**src/rtl/shared_mult_unit.sv**
```systemverilog
// Shared signed shift-add multiplier behind a round-robin arbiter. One neuron
// port owns the unit at a time; the product and the done pulse go only to that owner.
module shared_mult_unit #(
  parameter int NumRequesters = 5,
  parameter int DataWidth     = 8
) (
  input  logic                               clk_i,
  input  logic                               reset_ni,
  input  logic [NumRequesters-1:0]           req_i,
  input  logic [NumRequesters-1:0]           start_i,
  input  logic [NumRequesters*DataWidth-1:0] a_i,
  input  logic [NumRequesters*DataWidth-1:0] b_i,
  output logic [NumRequesters-1:0]           grant_o,
  output logic [NumRequesters-1:0]           done_o,
  output logic                               busy_o,
  output logic [2*DataWidth-1:0]             result_o
);

  localparam int IdxW = (NumRequesters > 1) ? $clog2(NumRequesters) : 1;
  localparam int CntW = $clog2(DataWidth + 1);
  localparam int PW   = 2 * DataWidth;

  localparam logic [2:0] StIdle    = 3'd0;
  localparam logic [2:0] StLoad    = 3'd1;
  localparam logic [2:0] StBusy    = 3'd2;
  localparam logic [2:0] StDone    = 3'd3;
  localparam logic [2:0] StRelease = 3'd4;

  logic [2:0]               state_q, state_d;
  logic [IdxW-1:0]          ptr_q, ptr_d;
  logic [IdxW-1:0]          owner_q, owner_d;
  logic [NumRequesters-1:0] grant_q, grant_d;
  logic [NumRequesters-1:0] done_q, done_d;
  logic                     busy_q, busy_d;
  logic [PW-1:0]            result_q, result_d;
  logic [PW-1:0]            acc_q, acc_d;
  logic [PW-1:0]            mcand_q, mcand_d;
  logic [DataWidth-1:0]     mplier_q, mplier_d;
  logic [CntW-1:0]          cnt_q, cnt_d;
  logic                     sign_q, sign_d;

  logic [NumRequesters-1:0] eligible;
  logic                     eligible_any;
  logic [IdxW-1:0]          winner;
  int                       scan_idx;

  logic [DataWidth-1:0]     op_a, op_b, mag_a, mag_b;
  logic [IdxW-1:0]          next_ptr;
  logic                     owner_req;

  assign eligible = req_i & start_i;

  // First eligible requester at or after the pointer, wrapping around.
  always_comb begin
    eligible_any = 1'b0;
    winner       = '0;
    scan_idx     = 0;
    for (int i = 0; i < NumRequesters; i++) begin
      scan_idx = int'(ptr_q) + i;
      if (scan_idx >= NumRequesters) scan_idx = scan_idx - NumRequesters;
      if (!eligible_any && eligible[scan_idx]) begin
        eligible_any = 1'b1;
        winner       = IdxW'(scan_idx);
      end
    end
  end

  // Magnitudes fit in DataWidth unsigned bits, so |-2^(DW-1)| needs no extra bit.
  assign op_a      = a_i[int'(owner_q)*DataWidth +: DataWidth];
  assign op_b      = b_i[int'(owner_q)*DataWidth +: DataWidth];
  assign mag_a     = op_a[DataWidth-1] ? (~op_a + DataWidth'(1)) : op_a;
  assign mag_b     = op_b[DataWidth-1] ? (~op_b + DataWidth'(1)) : op_b;
  assign next_ptr  = (int'(owner_q) == NumRequesters - 1) ? '0 : owner_q + 1'b1;
  assign owner_req = req_i[owner_q];

  // NOTE: every signal assigned here gets a default first so no path can infer a latch.
  always_comb begin
    state_d  = state_q;
    ptr_d    = ptr_q;
    owner_d  = owner_q;
    grant_d  = grant_q;
    done_d   = '0;
    busy_d   = busy_q;
    result_d = result_q;
    acc_d    = acc_q;
    mcand_d  = mcand_q;
    mplier_d = mplier_q;
    cnt_d    = cnt_q;
    sign_d   = sign_q;

    case (state_q)
      StIdle: begin
        if (eligible_any) begin
          grant_d = NumRequesters'(1) << winner;
          busy_d  = 1'b1;
          owner_d = winner;
          state_d = StLoad;
        end
      end
      StLoad, StBusy, StDone, StRelease: begin
        if (!owner_req) begin
          // Owner dropped req: abort or normal release look the same from outside.
          grant_d = '0;
          busy_d  = 1'b0;
          ptr_d   = next_ptr;
          state_d = StIdle;
        end else if (state_q == StLoad) begin
          mcand_d  = {{DataWidth{1'b0}}, mag_a};
          mplier_d = mag_b;
          sign_d   = op_a[DataWidth-1] ^ op_b[DataWidth-1];
          acc_d    = '0;
          cnt_d    = '0;
          state_d  = StBusy;
        end else if (state_q == StBusy) begin
          if (mplier_q[0]) acc_d = acc_q + mcand_q;
          mcand_d  = mcand_q << 1;
          mplier_d = mplier_q >> 1;
          cnt_d    = cnt_q + CntW'(1);
          if (cnt_q == CntW'(DataWidth - 1)) state_d = StDone;
        end else if (state_q == StDone) begin
          result_d        = sign_q ? (~acc_q + PW'(1)) : acc_q;
          done_d[owner_q] = 1'b1;
          state_d         = StRelease;
        end
      end
      default: state_d = StIdle;
    endcase
  end

  // NOTE: datapath registers are reset too, so the unit restarts from a fully known state.
  always_ff @(posedge clk_i or negedge reset_ni) begin
    if (!reset_ni) begin
      state_q  <= StIdle;
      ptr_q    <= '0;
      owner_q  <= '0;
      grant_q  <= '0;
      done_q   <= '0;
      busy_q   <= 1'b0;
      result_q <= '0;
      acc_q    <= '0;
      mcand_q  <= '0;
      mplier_q <= '0;
      cnt_q    <= '0;
      sign_q   <= 1'b0;
    end else begin
      // NOTE: non-blocking updates so all registers see the same pre-edge values.
      state_q  <= state_d;
      ptr_q    <= ptr_d;
      owner_q  <= owner_d;
      grant_q  <= grant_d;
      done_q   <= done_d;
      busy_q   <= busy_d;
      result_q <= result_d;
      acc_q    <= acc_d;
      mcand_q  <= mcand_d;
      mplier_q <= mplier_d;
      cnt_q    <= cnt_d;
      sign_q   <= sign_d;
    end
  end

  assign grant_o  = grant_q;
  assign done_o   = done_q;
  assign busy_o   = busy_q;
  assign result_o = result_q;

endmodule
```
**config.mk**
```make
export PLATFORM = sky130hd
export DESIGN_NAME = shared_mult_unit
export DESIGN_NICKNAME = d
export VERILOG_FILES = /design/src/rtl/shared_mult_unit.sv
export SDC_FILE = /design/constraint.sdc
export NUM_CORES = 1
export LEC_CHECK = 0
export BUFFER_PORTS_ARGS = -buffer_cell sky130_fd_sc_hd__buf_4
export CAP_MARGIN = 20
export CORE_MARGIN = 5
export CORE_UTILIZATION = 25
export CTS_CLUSTER_SIZE = 10
export DETAILED_ROUTE_END_ITERATION = 10
export GPL_TIMING_DRIVEN = 0
export SYNTH_ARGS = -nofsm -noshare
export SYNTH_HDL_FRONTEND = slang
export SYNTH_SLANG_ARGS = --single-unit
```
**constraint.sdc**
```tcl
create_clock -name clk_i -period 9.2 [get_ports clk_i]
set_input_delay 0.46 -clock clk_i [delete_from_list [all_inputs] [get_ports clk_i]]
set_output_delay 0.46 -clock clk_i [all_outputs]
set_load 0.005 [all_outputs]
```
* After elaboration in Yosys (flattened, before gate mapping) *
Index checks and enable logic that the tools add are counted.

word-level totals
  register bits = 81
  word-level logic and storage cells = 147
  output and inout bits = 27
  input bits = 92

operators by class
  bitwise gates (word level) = 8
  $lt $le $gt $ge = 12
  equality and inequality tests = 10
  muxes and demuxes = 65
  add/sub/neg operators = 15
  shift-type cells = 3
  reduce and logical (&&, ||, !) cells = 22

operators with widths
  kind                                                                                  count
  32-bit by 5-bit < comparator with 1-bit output (second input constant)                5
  32-bit two-way mux                                                                    5
  16-bit two-way mux                                                                    6
  40-bit by 7-bit variable part select with 8-bit output                                2
  3-bit two-way mux                                                                     12
  5-bit two-way mux                                                                     7
  8-bit two-way mux                                                                     4
  4-bit by 3-bit subtractor with 5-bit output (second input constant)                   4
  1-bit two-way mux                                                                     19
  1-bit binary-select mux with 3-bit select                                             6
  16-bit by 1-bit adder with 16-bit output (second input constant)                      1
  16-bit adder                                                                          1
  8-bit by 1-bit adder with 8-bit output (second input constant)                        2
  4-bit by 3-bit greater-or-equal comparator with 1-bit output (second input constant)  4
  16-bit inverter                                                                       1
  8-bit inverter                                                                        2
  3-bit AND reduction                                                                   4
  5-bit != test (second input constant)                                                 2
  5-bit case mux with 2 select lines                                                    1
  3-bit by 2-bit adder with 4-bit output (second input constant)                        2
  4-bit two-way mux                                                                     2
  3-bit by 2-bit == test with 1-bit output (second input constant)                      2
  3-bit == test (second input constant)                                                 2
  3-bit case mux with 2 select lines                                                    1
  other kinds (25)                                                                      38

* Depth between registers and ports, before layout *
  word-level depth = 21
  mapped depth = 15
  gate-level depth less buffers = 13

* Worst setup path before layout *
Ideal clock, no wire load.

  path kind = register to register
  from = register ptr_q[1]
  to = register grant_q[0] (netlist: grant_o[0])
  data arrival time = 3,364 ps
  slack = 5,715 ps
  clock period less this slack = 3,485 ps
  stages on the path, launching flop included = 16
  path through = dfrtp_1 -> buf_2 -> inv_1 -> ha_1 -> inv_1 -> ha_1 -> clkbuf_1 -> a211o_1 -> a221oi_2 -> mux2_2 -> o211ai_1 -> and2_1 -> nand2_1 -> o22a_1 -> o221a_2 -> a32o_1

between the ends
  cells in the longest elaborated chain, start to end = 21
  elaborated cells between the ends (all ways) = 57
  those cells by class = add/sub: 9; order compare: 5; eq/ne: 1; shift: 1; mux: 32; reduce/logical: 9

RTL lines
  what                                                                                                  RTL line  text
  start, declared                                                                                       30        logic [IdxW-1:0] ptr_q, ptr_d;
  start signal, assigned                                                                                148       ptr_q <= ptr_d;
  parallel branches: the longest is 21 deep, another holds 4-bit by 3-bit subtractor with 5-bit output  n/a
  end signal, assigned                                                                                  150       grant_q <= grant_d;
  end, declared                                                                                         32        logic [NumRequesters-1:0] grant_q, grant_d;

Several ways; the timed one is not identified. The select of a mux whose other input is x is not followed.
A chain may end at the register's enable or synchronous reset.

* Worst setup path after layout *
Same ends and word-level chain as after synthesis.

==> metrics <==
Final min period=4.10 ns; site row count=57; post_cts resized=0; worst setup path end=grant_o[0]; number of global-route vias before repair=5,528; leading register cell type out of synthesis=dfrtp_1; total number of vias=5,518; total of hold buffers inserted after clock tree synthesis=0; clock-pin slew on the worst setup and hold paths=0.07 ns; global-route wire length before repair=28,700 µm; final HPWL from detailed placement=13,900 µm; number of levels in the clock H-tree=3; final total power=2710 µW; Vias per Instance=4.87; slack of the worst reg-to-reg path=5.10 ns; Critical R2R Launch=ptr_q[1]; Inserted Clock Buffers=9; post-CTS setup-driven buffer insertion count=0; Max rail drop VDD=0.157 mV; number of hold-slack violations in the final timing report=10; clock skew=0.00963 ns; result of the run=finished with violations; gr ovfl total=0; largest net degree at the start of global routing=82; Root Driver=clkbuf_16; sequential element share of the synthesized area=33.4%; initial cell density of the core=25.2%; number of nets in the synthesized netlist=800; post-route fraction of the period consumed by the critical path=44.5%; Routed WL=17,400 µm; routed wire length per instance=15.4 µm; overall die width=166 µm; crit path max fanout=10; cell type with the largest total area after synthesis=dfrtp_1; share of the synthesized area in the top cell type=33.4%; critical path data required time=9.48 ns; Pwr per Cell Area=353 nW/µm²; area overhead of the layout relative to synthesis=26.5%; asr flop ratio synth=100%; synthesized-area fraction occupied by ao, oa, aoi and oai cells=24.0%; Seq cells post-synth=81; fraction of final layout cells sized beyond drive strength 1=23.5%; post-synthesis share of cell area spent on xor and xnor gates=5.05%; internal power consumption=1430 µW; maximum clock rate=0.244 GHz; final hold slack=-0.00286 ns; switching fraction of total power=47.2%; post-synthesis instance area=6070 µm²; clock tree from TritonCTS=yes; final-layout setup total negative slack=0 ns; max_slew headroom=42.0%; number of max-capacitance violations reported=0; Placed Instance Area=7360 µm²; Synth area leaders=dfrtp_1, ha_1, mux4_2; dominant combinational cell family by area after synthesis=compound AO/OA/AOI/OAI gates; total routing usage reported by global routing=12.5%; number of enable flip-flop cells after synthesis=0; fin nets=930; buffers added on ports=118; initial antenna violation count=0; iteration count of the initial detailed-routing pass=4; number of clock sinks=81; Layout Cell Area excl Fill=7680 µm²; worst path setup slack after routing=5.10 ns; most frequent cells after synthesis=dfrtp_1, o21ai_0, nand2_1; area inside the core boundary=24,100 µm²; RSZ-0062 raised after global routing=no; cell count of the worst reg-to-reg path=15; Crit. End Element=flop; mux cell area share after synthesis=8.49%; clock group share of total power=12.9%; signal arrival time at the worst endpoint=4.38 ns; clock latency reported for the late side of the worst-skew pair=0.35 ns; type of origin of the critical path=flop; Tightest Hold Check Type=input port to async pin; number of placed I/O pins=119; number of distinct library cell variants in the gate-level netlist after synthesis=78; synthesized-area fraction occupied by adder cells=7.34%; diode count=0; area fraction in and, or, nand and nor cells after synthesis=17.6%; cell with the most instances after synthesis=dfrtp_1; slew at the pin closest to its max-slew limit=0.864 ns; syn avg cell area=9.02 µm²; area of the die=27,500 µm²; remaining antenna violation count=0; Final Slew Violations=0; number of instances in the synthesized netlist=673; switching component of the power=1280 µW; RD Place Congestion=0.846; violations in the final reports=negative hold slack; Crit. Startpoint=ptr_q[1]; worst reg2reg endpoint=grant_o[0]; part of the total power dissipated in combinational logic=65.5%; Worst Path Class, Setup=flop to flop; 1st-iter DRT viols=377; maximum buffer depth of the clock tree=2; sequential fraction of design power=21.7%; DRC violations left=0; static leakage=0.00339 µW; count of endpoints failing setup in the final report=0; Yosys warning count=0; post-route core utilization=31.9%; worst slack, placed=5.14 ns; die span in y=166 µm
## power by group through the flow
stage,Sequential (µW),Clock [µW],Combinational (µW)
2_1_floorplan,557,0,1350
4_1_cts,588,357,1780
6_report,587,349,1770
3_3_place_gp,591,0,1750
3_5_place_dp,593,0,1770
5_1_grt,603,374,2000
## state kept, by name (all words and copies together) (netlist names), 4 cells and up
register  flops
acc_q        16
cnt_q         4
done_o        5
grant_o       5
mcand_q      16
mplier_q      8
result_o     16
## final cells by class
cell class                      instances  area (µm²)
Sequential cell                        81        2030
Clock inverter                          6        50.0
Multi-Input combinational cell        530        3790
Buffer                                 35         153
Inverter                               27         101
Tap cell                              324         405
Fill cell                            2615       16400
Timing Repair Buffer                  119         913
Clock buffer                           10         239
## cells in the final DEF (no fill, tap or decap), types with 15 or more instances in the layout
cell and count:
xor2_1 15, nor2_1 44, o21ai_0 69, mux4_2 18
a21oi_1 44, clkbuf_1 25, nor3_1 15, buf_4 119
dfrtp_1 81, nand3_1 25, a22oi_1 18, xnor2_1 20
inv_1 26, nand2_1 67, ha_1 34
## worst min-delay path by stage
| stage | cells after the start | endpoint |
|---|---|---|
| 3_3_place_gp | 2 | mplier_q[6] |
| 2_1_floorplan | 0 | acc_q[0] |
| 3_5_place_dp | 2 | result_o[8] |
| 4_1_cts | 1 | result_o[2] |
| 5_1_grt | 1 | result_o[1] |
| 6_report | 1 | result_o[9] |
## kinds of logic after synthesis
group	after synthesis
muxes	28
and+or+nand+nor	217
AOI/OAI and AO/OA	215
adders and majority gates	35
DFF	81
buffers and inverters	62
xor gates and xnor gates	35
## critical path: stages (launching register included)
cell      delay, ns
dfrtp_1        0.45
buf_2          0.22
inv_1          0.27
ha_1           0.21
inv_1          0.04
ha_1           0.26
clkbuf_1       0.19
a211o_1        0.30
a221oi_2       0.41
mux2_2         0.38
o211ai_1       0.21
nand2_1        0.14
a41o_2         0.30
a31oi_2        0.22
nor2b_1        0.24
a32o_1         0.18
## per-stage QoR
stage | cells | hold WS, ns
2_1_floorplan | 673 | 0.164
3_3_place_gp | 1115 | 0.466
3_5_place_dp | 1115 | 0.476
4_1_cts | 1131 | 0.341
5_1_grt | 1132 | 0.00525
6_report | 1132 | -0.00286
## per-layer routing
metal,up-vias,part of all wire (%),track usage (%)
met5,-,0,0
met4,0,1.5,3.41
met3,14,6.6,3.55
met2,167,45,19.3
met1,2584,47,17.4
li1,2753,-,-
Power figures use the tool's default switching activity.
